[config.mk]
export PLATFORM = sky130hd
export DESIGN_NAME = sensor_config_seq
export DESIGN_NICKNAME = d
export VERILOG_FILES = /design/src/rtl/sensor_config_seq.sv
export SDC_FILE = /design/constraint.sdc
export NUM_CORES = 1
export LEC_CHECK = 0
export CORE_UTILIZATION = 55
export CTS_CLUSTER_SIZE = 20
export DETAILED_ROUTE_END_ITERATION = 8
export GPL_ROUTABILITY_DRIVEN = 0
export PLACE_DENSITY_LB_ADDON = 0.12
export SLEW_MARGIN = 20
export SYNTH_ARGS = -nofsm -noshare
export SYNTH_HDL_FRONTEND = slang
export SYNTH_SLANG_ARGS = --single-unit
[constraint.sdc]
create_clock -name clk -period 3.3 [get_ports clk]
set_input_delay 0.33 -clock clk [delete_from_list [all_inputs] [get_ports clk]]
set_output_delay 0.33 -clock clk [all_outputs]
set_load 0.01 [all_outputs]
[src/rtl/sensor_config_seq.sv]
// sensor_config_seq
// Walks a synchronous configuration ROM and turns each entry into a register
// write on an external serial bus (I2C/SPI style master). Entries are
// {reg, data}. reg = all-ones marks special entries: data = all-ones ends
// the sequence, any other data value is a delay in units of DELAY_US.
// Writes that NACK or time out are re-issued up to MAX_RETRY times before
// the sequence gives up and reports the failing ROM address.

module sensor_config_seq #(
    parameter int CLK_FREQ    = 25000000,
    parameter int ADDR_W      = 8,
    parameter int REG_W       = 8,
    parameter int DATA_W      = 8,
    parameter int MAX_RETRY   = 3,
    parameter int TIMEOUT_CYC = 100000,
    parameter int DELAY_US    = 1000
) (
    input  logic                    clk,
    input  logic                    rst_n,
    input  logic                    start,
    input  logic                    abort,
    output logic [ADDR_W-1:0]       rom_addr,
    input  logic [REG_W+DATA_W-1:0] rom_data,
    input  logic                    bus_ready,
    output logic                    bus_start,
    output logic [REG_W-1:0]        bus_reg,
    output logic [DATA_W-1:0]       bus_data,
    input  logic                    bus_done,
    input  logic                    bus_nack,
    output logic                    busy,
    output logic                    done,
    output logic                    error,
    output logic [ADDR_W-1:0]       err_addr
);

    // Clock cycles in one delay unit, and the longest delay a single entry
    // can request (data = all-ones minus one, rounded up to all-ones here).
    localparam longint CYC_PER_UNIT = longint'(CLK_FREQ / 1000000) * longint'(DELAY_US);
    localparam longint MAX_DELAY    = ((longint'(1) << DATA_W) - 1) * CYC_PER_UNIT;
    localparam int     DELAY_W      = (MAX_DELAY > 1) ? $clog2(MAX_DELAY + 1) : 1;

    // The timeout counter only needs to reach TIMEOUT_CYC-1.
    localparam int     TMO_W        = (TIMEOUT_CYC > 1) ? $clog2(TIMEOUT_CYC) : 1;
    localparam int     RETRY_W      = (MAX_RETRY > 0) ? $clog2(MAX_RETRY + 1) : 1;

    localparam logic [DELAY_W-1:0] UNIT_CYC  = DELAY_W'(CYC_PER_UNIT);
    localparam logic [DELAY_W-1:0] DELAY_ONE = DELAY_W'(1);
    localparam logic [TMO_W-1:0]   TMO_LAST  = TMO_W'(TIMEOUT_CYC - 1);
    localparam logic [TMO_W-1:0]   TMO_ONE   = TMO_W'(1);
    localparam logic [RETRY_W-1:0] RETRY_MAX = RETRY_W'(MAX_RETRY);
    localparam logic [RETRY_W-1:0] RETRY_ONE = RETRY_W'(1);
    localparam logic [ADDR_W-1:0]  ADDR_ONE  = ADDR_W'(1);

    typedef enum logic [2:0] {
        S_IDLE,
        S_FETCH,
        S_DECODE,
        S_ISSUE,
        S_WAIT_ACK,
        S_DELAY,
        S_DONE,
        S_ERROR
    } state_t;

    state_t             state;
    logic [RETRY_W-1:0] retry_cnt;
    logic [TMO_W-1:0]   timeout_cnt;
    logic [DELAY_W-1:0] delay_cnt;

    logic [REG_W-1:0]   entry_reg;
    logic [DATA_W-1:0]  entry_data;
    logic               reg_is_special;
    logic               data_is_end;
    logic               addr_is_last;

    // Split the ROM word and flag the special encodings used by DECODE.
    assign entry_reg      = rom_data[REG_W+DATA_W-1:DATA_W];
    assign entry_data     = rom_data[DATA_W-1:0];
    assign reg_is_special = &entry_reg;
    assign data_is_end    = &entry_data;
    assign addr_is_last   = &rom_addr;

    // Busy is a pure decode of the state register, so it drops together with
    // the state returning to IDLE (including on asynchronous reset).
    assign busy = (state != S_IDLE);

    // Sequencer: one registered FSM owning every output and counter. Abort is
    // checked ahead of the state decode so it wins over start and bus_done.
    // Stepping past the last ROM address stops in ERROR with rom_addr left at
    // all-ones, which is exactly what err_addr then reports.
    always_ff @(posedge clk or negedge rst_n) begin
        if (!rst_n) begin
            state       <= S_IDLE;
            rom_addr    <= '0;
            bus_start   <= 1'b0;
            bus_reg     <= '0;
            bus_data    <= '0;
            done        <= 1'b0;
            error       <= 1'b0;
            err_addr    <= '0;
            retry_cnt   <= '0;
            timeout_cnt <= '0;
            delay_cnt   <= '0;
        end else if (abort) begin
            state     <= S_IDLE;
            bus_start <= 1'b0;
        end else begin
            bus_start <= 1'b0;
            case (state)
                S_IDLE: begin
                    if (start) begin
                        rom_addr  <= '0;
                        retry_cnt <= '0;
                        done      <= 1'b0;
                        error     <= 1'b0;
                        state     <= S_FETCH;
                    end
                end

                S_FETCH: begin
                    state <= S_DECODE;
                end

                S_DECODE: begin
                    if (reg_is_special) begin
                        if (data_is_end) begin
                            state <= S_DONE;
                        end else if (addr_is_last) begin
                            state <= S_ERROR;
                        end else begin
                            delay_cnt <= DELAY_W'(entry_data) * UNIT_CYC;
                            rom_addr  <= rom_addr + ADDR_ONE;
                            state     <= S_DELAY;
                        end
                    end else if (bus_ready) begin
                        bus_reg   <= entry_reg;
                        bus_data  <= entry_data;
                        bus_start <= 1'b1;
                        state     <= S_ISSUE;
                    end
                end

                S_ISSUE: begin
                    timeout_cnt <= '0;
                    state       <= S_WAIT_ACK;
                end

                S_WAIT_ACK: begin
                    if (bus_done && !bus_nack) begin
                        retry_cnt <= '0;
                        if (addr_is_last) begin
                            state <= S_ERROR;
                        end else begin
                            rom_addr <= rom_addr + ADDR_ONE;
                            state    <= S_FETCH;
                        end
                    end else if (bus_done || (timeout_cnt == TMO_LAST)) begin
                        if (retry_cnt < RETRY_MAX) begin
                            retry_cnt <= retry_cnt + RETRY_ONE;
                            state     <= S_FETCH;
                        end else begin
                            state <= S_ERROR;
                        end
                    end else begin
                        timeout_cnt <= timeout_cnt + TMO_ONE;
                    end
                end

                S_DELAY: begin
                    if (delay_cnt <= DELAY_ONE) begin
                        delay_cnt <= '0;
                        state     <= S_FETCH;
                    end else begin
                        delay_cnt <= delay_cnt - DELAY_ONE;
                    end
                end

                S_DONE: begin
                    done  <= 1'b1;
                    state <= S_IDLE;
                end

                S_ERROR: begin
                    error    <= 1'b1;
                    err_addr <= rom_addr;
                    state    <= S_IDLE;
                end

                default: begin
                    state <= S_IDLE;
                end
            endcase
        end
    end

endmodule

==> results of run 1 <==
## cell families after synthesis
group           after synthesis  synth area share
flops                        80             0.351
xor+xnor                     19            0.0292
compound gates              160             0.171
mux                          18            0.0349
simple gates                243             0.213
fa+ha+maj                    71             0.172
buf+inv                      38            0.0292
## layer usage
metal,GRT usage,part of all wire,vias up
met4,0.103,0.023,0
li1,-,-,2505
met2,0.451,0.50,143
met3,0.0428,0.038,25
met1,0.336,0.44,2547
met5,0,0,-
## critical path: stages
cell	delay, ns
clkbuf_2	0.13
ha_2	0.22
fa_1	0.56
fa_1	0.43
ha_1	0.30
ha_2	0.19
or3_4	0.41
o21ai_4	0.19
o21ai_4	0.09
o41ai_2	0.31
xor2_1	0.19
o21ai_1	0.07
## worst max path at each step
stage / from / to / slack, ns / cells past startpoint
floorplan: rom_data[6] / delay_cnt[18] / -0.003 / 14
detailed placement: rom_data[4] / delay_cnt[19] / -0.76 / 12
global placement: rom_data[4] / delay_cnt[19] / -0.67 / 12
global route: rom_data[1] / delay_cnt[18] / 0.004 / 12
CTS: rom_data[6] / delay_cnt[18] / 0.03 / 15
finish: rom_data[5] / delay_cnt[19] / 0.12 / 12
## timing repair
item,4_1_cts,5_1_grt
buffers inserted,0,1
hold buffers,0,1
pin swaps,12,13
setup endpoints to repair,11,11
hold endpoints to repair,0,26
gates resized for setup,25,21
## per-stage QoR
stage	area [sq um]	setup WS (ns)	total power, mW	hold WS [ns]	instances
2_1_floorplan	5800	-0.00254	2.58	0.0344	629
6_report	7180	0.122	4.15	0.241	871
4_1_cts	7110	0.0264	4.10	0.170	868
3_5_place_dp	6820	-0.759	3.27	0.464	853
3_3_place_gp	6820	-0.667	3.20	0.460	853
5_1_grt	7180	0.00352	4.42	0.247	871
## area by class of cell
cell class	count	area, sq um
well taps	133	166
flip-flops and latches	80	2000
fillers	744	2730
clock buffers	10	138
clock inverters	5	81.3
repair buffers	110	968
multi-input cells	511	3740
inverters	22	82.6
## where the power goes
| group | leakage (nW) | total, mW | internal, mW | switching, mW |
|---|---|---|---|---|
| Clock | 0.108 | 0.805 | 0.442 | 0.363 |
| Combinational | 2.05 | 1.92 | 0.941 | 0.983 |
| Sequential | 1.06 | 1.42 | 1.21 | 0.215 |
| Total | 3.23 | 4.15 | 2.59 | 1.56 |
## cell usage in the layout (no fill, tap or decap), drive strengths merged, types with 9 or more instances in the layout
| cell | instances |
|---|---|
| and3 | 10 |
| o21ai | 73 |
| nand3 | 23 |
| nor2 | 56 |
| clkdlybuf4s50 | 49 |
| nor3 | 22 |
| nand4 | 10 |
| clkbuf | 15 |
| a21oi | 32 |
| dfrtp | 80 |
| ha | 59 |
| buf | 53 |
| xor2 | 9 |
| xnor2 | 10 |
| fa | 12 |
| nand2b | 9 |
| inv | 21 |
| mux2 | 15 |
| nand2 | 78 |
==> results_dict.tcl, run 1 <==
set metrics [dict create \
    status "completed" \
    reg_top3 "delay_cnt: 23 flops, timeout_cnt: 17 flops" \
    finalSetupTns_ns 0 \
    initial_core_util 0.576 \
    rsz0062_at_grt "false" \
    ir_drop_uv 412 \
    worstSetupStartpointType "input pin" \
    cts_buffer_depth 2 \
    hpwl_mm 10.6 \
    ios 59 \
    syn_area_sq_um 5700 \
    holdPathEnd "bus_data[7]" \
    num_vias 5220 \
    largest-register "delay_cnt" \
    yosysSeqAreaShare 0.351 \
    final-hold-violation-count 0 \
    grt_max_degree 81 \
    fin_util 0.724 \
    ys_async_sr_fraction 1.00 \
    grt_antenna_before_repair 0 \
    critPathMaxFanout 4 \
    maxCapViolations 0 \
    min_path_cells 3 \
    grt.total_usage 0.265 \
    final_nets 828 \
    cts_sinks 80 \
    syn-mean-instance-area_sq_um 9.07 \
    cts_root_buf "clkbuf_8" \
    area_growth_syn_to_layout_pct 25.8 \
    critPathCaptureType "flip-flop" \
    r2r_start "state[1]" \
    worst_slew_pin_slew_ns 0.858 \
    routedWlPerCell_um 16.2 \
    clock_skew_ns 0.0103 \
    wirelength_mm 14.1 \
    synth_edf_count 0 \
    ys.warnings.count 0 \
    synth_most_common_cell "dfrtp_1" \
    final_max_slew_viol_count 0 \
    numCtsBuffers 9 \
    cp.arrival_ns 3.42 \
    p_per_area_nw_per_um2 579 \
    cts_tree "yes" \
    rrSetupSlack_ns 0.60 \
    crit_type "input pin to flip-flop" \
    fp-row-count 36 \
    synth.top_cells.by_count "80 x dfrtp_1, 77 x nand2_1, 63 x o21ai_0" \
    grt_pass1_wl_mm 23.4 \
    drive_gt1_frac 0.173 \
    core_sq_um 9910 \
    critPathRequiredTime_ns 3.54 \
    setup-violations-final 0 \
    dieArea_sq_um 10800 \
    synth_nets 723 \
    min-delay-path-class "input pin to flip-flop" \
    slew_headroom 0.424 \
    drt-vias-per-instance 5.99 \
    drtPass1Iterations 5 \
    hp-start "rom_data[7]" \
    clock_latency_ns 0.36 \
    synth_ff_type "dfrtp_1" \
    largest_reg_flops 23 \
    grt_pass1_vias 5060 \
    static-leakage-power_nw 3.23 \
    syn_inst 629 \
    timing.fmax_mhz 315 \
    ys_ff_latch 80 \
    antennaDiodeCount 0 \
    die_width_um 104 \
    min_period_ns 3.18 \
    reg2reg_depth 7 \
    clkTransAtPathRegs_ns 0.08 \
    grt_overflow 0 \
    synthDistinctLibCells 66 \
    h-tree-depth 3 \
    drtIter0Drc 279 \
    drc 0 \
    synth_top_area_frac 0.351 \
    die_y_um 104 \
    yosys.area.top_type "dfrtp_1" \
    ant_nets 0 \
    r2r-end "delay_cnt[21]" \
    port_buffers 58 \
    period_share 0.963 \
    yosys-top-cells-area "dfrtp_1 35%, ha_1 13%, o21ai_0 5.5%" \
]
Power figures use the tool's default switching activity.
==> run 2: changes to the inputs <==
CORE_MARGIN = 10   (was not set)
CTS_CLUSTER_DIAMETER = 150   (was not set)
==> results_dict.tcl, run 2 (synthesized netlist as in run 1, its figures left out) <==
set metrics [dict create \
    status "completed" \
    timing.fmax_mhz 310 \
    grt_antenna_before_repair 0 \
    worst_slew_pin_slew_ns 0.837 \
    cts_root_buf "clkbuf_8" \
    layout_common_cells "80 x dfrtp_1, 77 x nand2_1, 56 x o21ai_0" \
    final_common_cell "dfrtp_1" \
    num_vias 5274 \
    drive_gt1_frac 0.194 \
    final-hold-violation-count 0 \
    grt_overflow 0 \
    area_growth_syn_to_layout_pct 28.0 \
    antennaDiodeCount 0 \
    maxCapViolations 0 \
    cpPeakStageDelay_ns 0.57 \
    min_period_ns 3.23 \
    dieArea_sq_um 14800 \
    critPathRequiredTime_ns 3.53 \
    drc 0 \
    initial_core_util 0.558 \
    critical-path-top-delay-family "adder cells" \
    setup-violations-final 0 \
    cts_tree "yes" \
    reg_top3 "delay_cnt: 23 flops, timeout_cnt: 17 flops" \
    numCtsBuffers 9 \
    rrSetupSlack_ns 0.56 \
    p_seq_frac 0.339 \
    h-tree-depth 3 \
    hpwl_mm 11.5 \
    grt.total_usage 0.208 \
    wirelength_mm 15.5 \
    clockPowerShare 0.169 \
    cts_sinks 80 \
    ir_drop_uv 341 \
    grt_pass1_vias 5474 \
    p_total_mw 4.22 \
    clock_skew_ns 0.00688 \
    drtIter0Drc 477 \
    pre_cts_ws_ns -0.737 \
    switching_share 0.389 \
    clkTransAtPathRegs_ns 0.08 \
    die_width_um 122 \
    cts_buffer_depth 2 \
    period_share 0.977 \
    num-fill-cells 792 \
    largest-register "delay_cnt" \
    clock_latency_ns 0.35 \
    largest_reg_flops 23 \
    fp-row-count 37 \
    critPathCaptureType "flip-flop" \
    power_switching_mw 1.64 \
    finalSetupTns_ns 0 \
    path_cells "buf_6, ha_4, fa_1, fa_1, ha_1, ha_4, or3_4, o21ai_2, o21ai_2, o41ai_2, xor2_1, o21ai_1" \
    critPathLaunch "rom_data[4]" \
    grt_pass1_wl_mm 25.5 \
    drtPass1Iterations 6 \
    port_buffers 58 \
    core_sq_um 10200 \
    combPwrFrac 0.492 \
    reg2reg_depth 6 \
    final_max_slew_viol_count 0 \
    final_nets 832 \
    die_y_um 122 \
    critical_path.endpoint "delay_cnt[19]" \
    grt_max_degree 81 \
    drt-vias-per-instance 6.00 \
    critPathMaxFanout 4 \
    p_int_mw 2.58 \
    routedWlPerCell_um 17.6 \
    worstSetupStartpointType "input pin" \
    holdBufCountCts 0 \
    crit_type "input pin to flip-flop" \
    critPathBufInv 1 \
    slew_headroom 0.438 \
    ios 59 \
    r2r_start "delay_cnt[17]" \
    p_per_area_nw_per_um2 578 \
    min-delay-path-class "input pin to async pin" \
    crit_cells 12 \
    ant_nets 0 \
    cp.arrival_ns 3.46 \
    static-leakage-power_nw 3.25 \
    slowest_stage "fa_1" \
    setup_slack_ns 0.0748 \
    r2r-end "delay_cnt[22]" \
]
## run 2: cell count changes in the layout (fill, tap and decap cells not counted), moves of 3 or more
cell / delta
buf_6: +3
ha_1: -5
ha_4: +7
o21ai_2: +4
buf_4: +4
## run 2: power groups by stage
stage	clock (mW)	sequential, mW	combinational, mW
floorplan	0	1.43	1.15
global placement	0	1.42	1.82
detailed placement	0	1.44	1.87
CTS	0.728	1.42	1.95
global route	0.763	1.46	2.28
finish	0.714	1.43	2.07
## run 2: metrics by stage
step / util / cells / hold WS [ns] / instance area [sq um]
3_3_place_gp: 0.670 / 859 / 0.458 / 6850
2_1_floorplan: - / 629 / 0.0344 / 5800
5_1_grt: 0.714 / 879 / 0.0639 / 7300
3_5_place_dp: 0.670 / 859 / 0.466 / 6850
6_report: 0.714 / 879 / 0.0102 / 7300
4_1_cts: 0.700 / 877 / 0.184 / 7160
## run 2: layout make-up
class                           count  area (sq um)  share of cell area
Clock buffer                       11           131              0.0180
Clock inverter                      5          57.6             0.00788
Tap cell                          136           170              0.0233
Multi-Input combinational cell    511          3870               0.530
Inverter                           22          82.6              0.0113
Sequential cell                    80          2000               0.274
Timing Repair Buffer              114           991               0.136
## run 2: layer usage
| layer | share of wire | routed length (um) | track usage | vias to the layer above |
|---|---|---|---|---|
| met4 | 0.022 | 336 | 0.0753 | 0 |
| met1 | 0.41 | 6350 | 0.245 | 2580 |
| met2 | 0.52 | 8130 | 0.363 | 154 |
| li1 | - | - | - | 2506 |
| met5 | 0 | 0 | 0 | - |
| met3 | 0.044 | 689 | 0.0439 | 34 |
## run 2: worst min path at each step
stage,startpoint,to,slack [ns],cells past startpoint
after floorplan,rst_n,bus_data[0],0.03,0
after global placement,bus_data[7],bus_data[7],0.46,2
after detailed placement,bus_data[4],bus_data[4],0.47,2
after CTS,rst_n,timeout_cnt[3],0.18,1
after global routing,rst_n,timeout_cnt[6],0.06,1
final,rst_n,timeout_cnt[12],0.01,1
## run 2: timing repair
action | CTS | global route
pin swaps | 16 | 29
setup buffers | 2 | 2
resized for setup | 27 | 38
setup endpoints to repair | 11 | 11
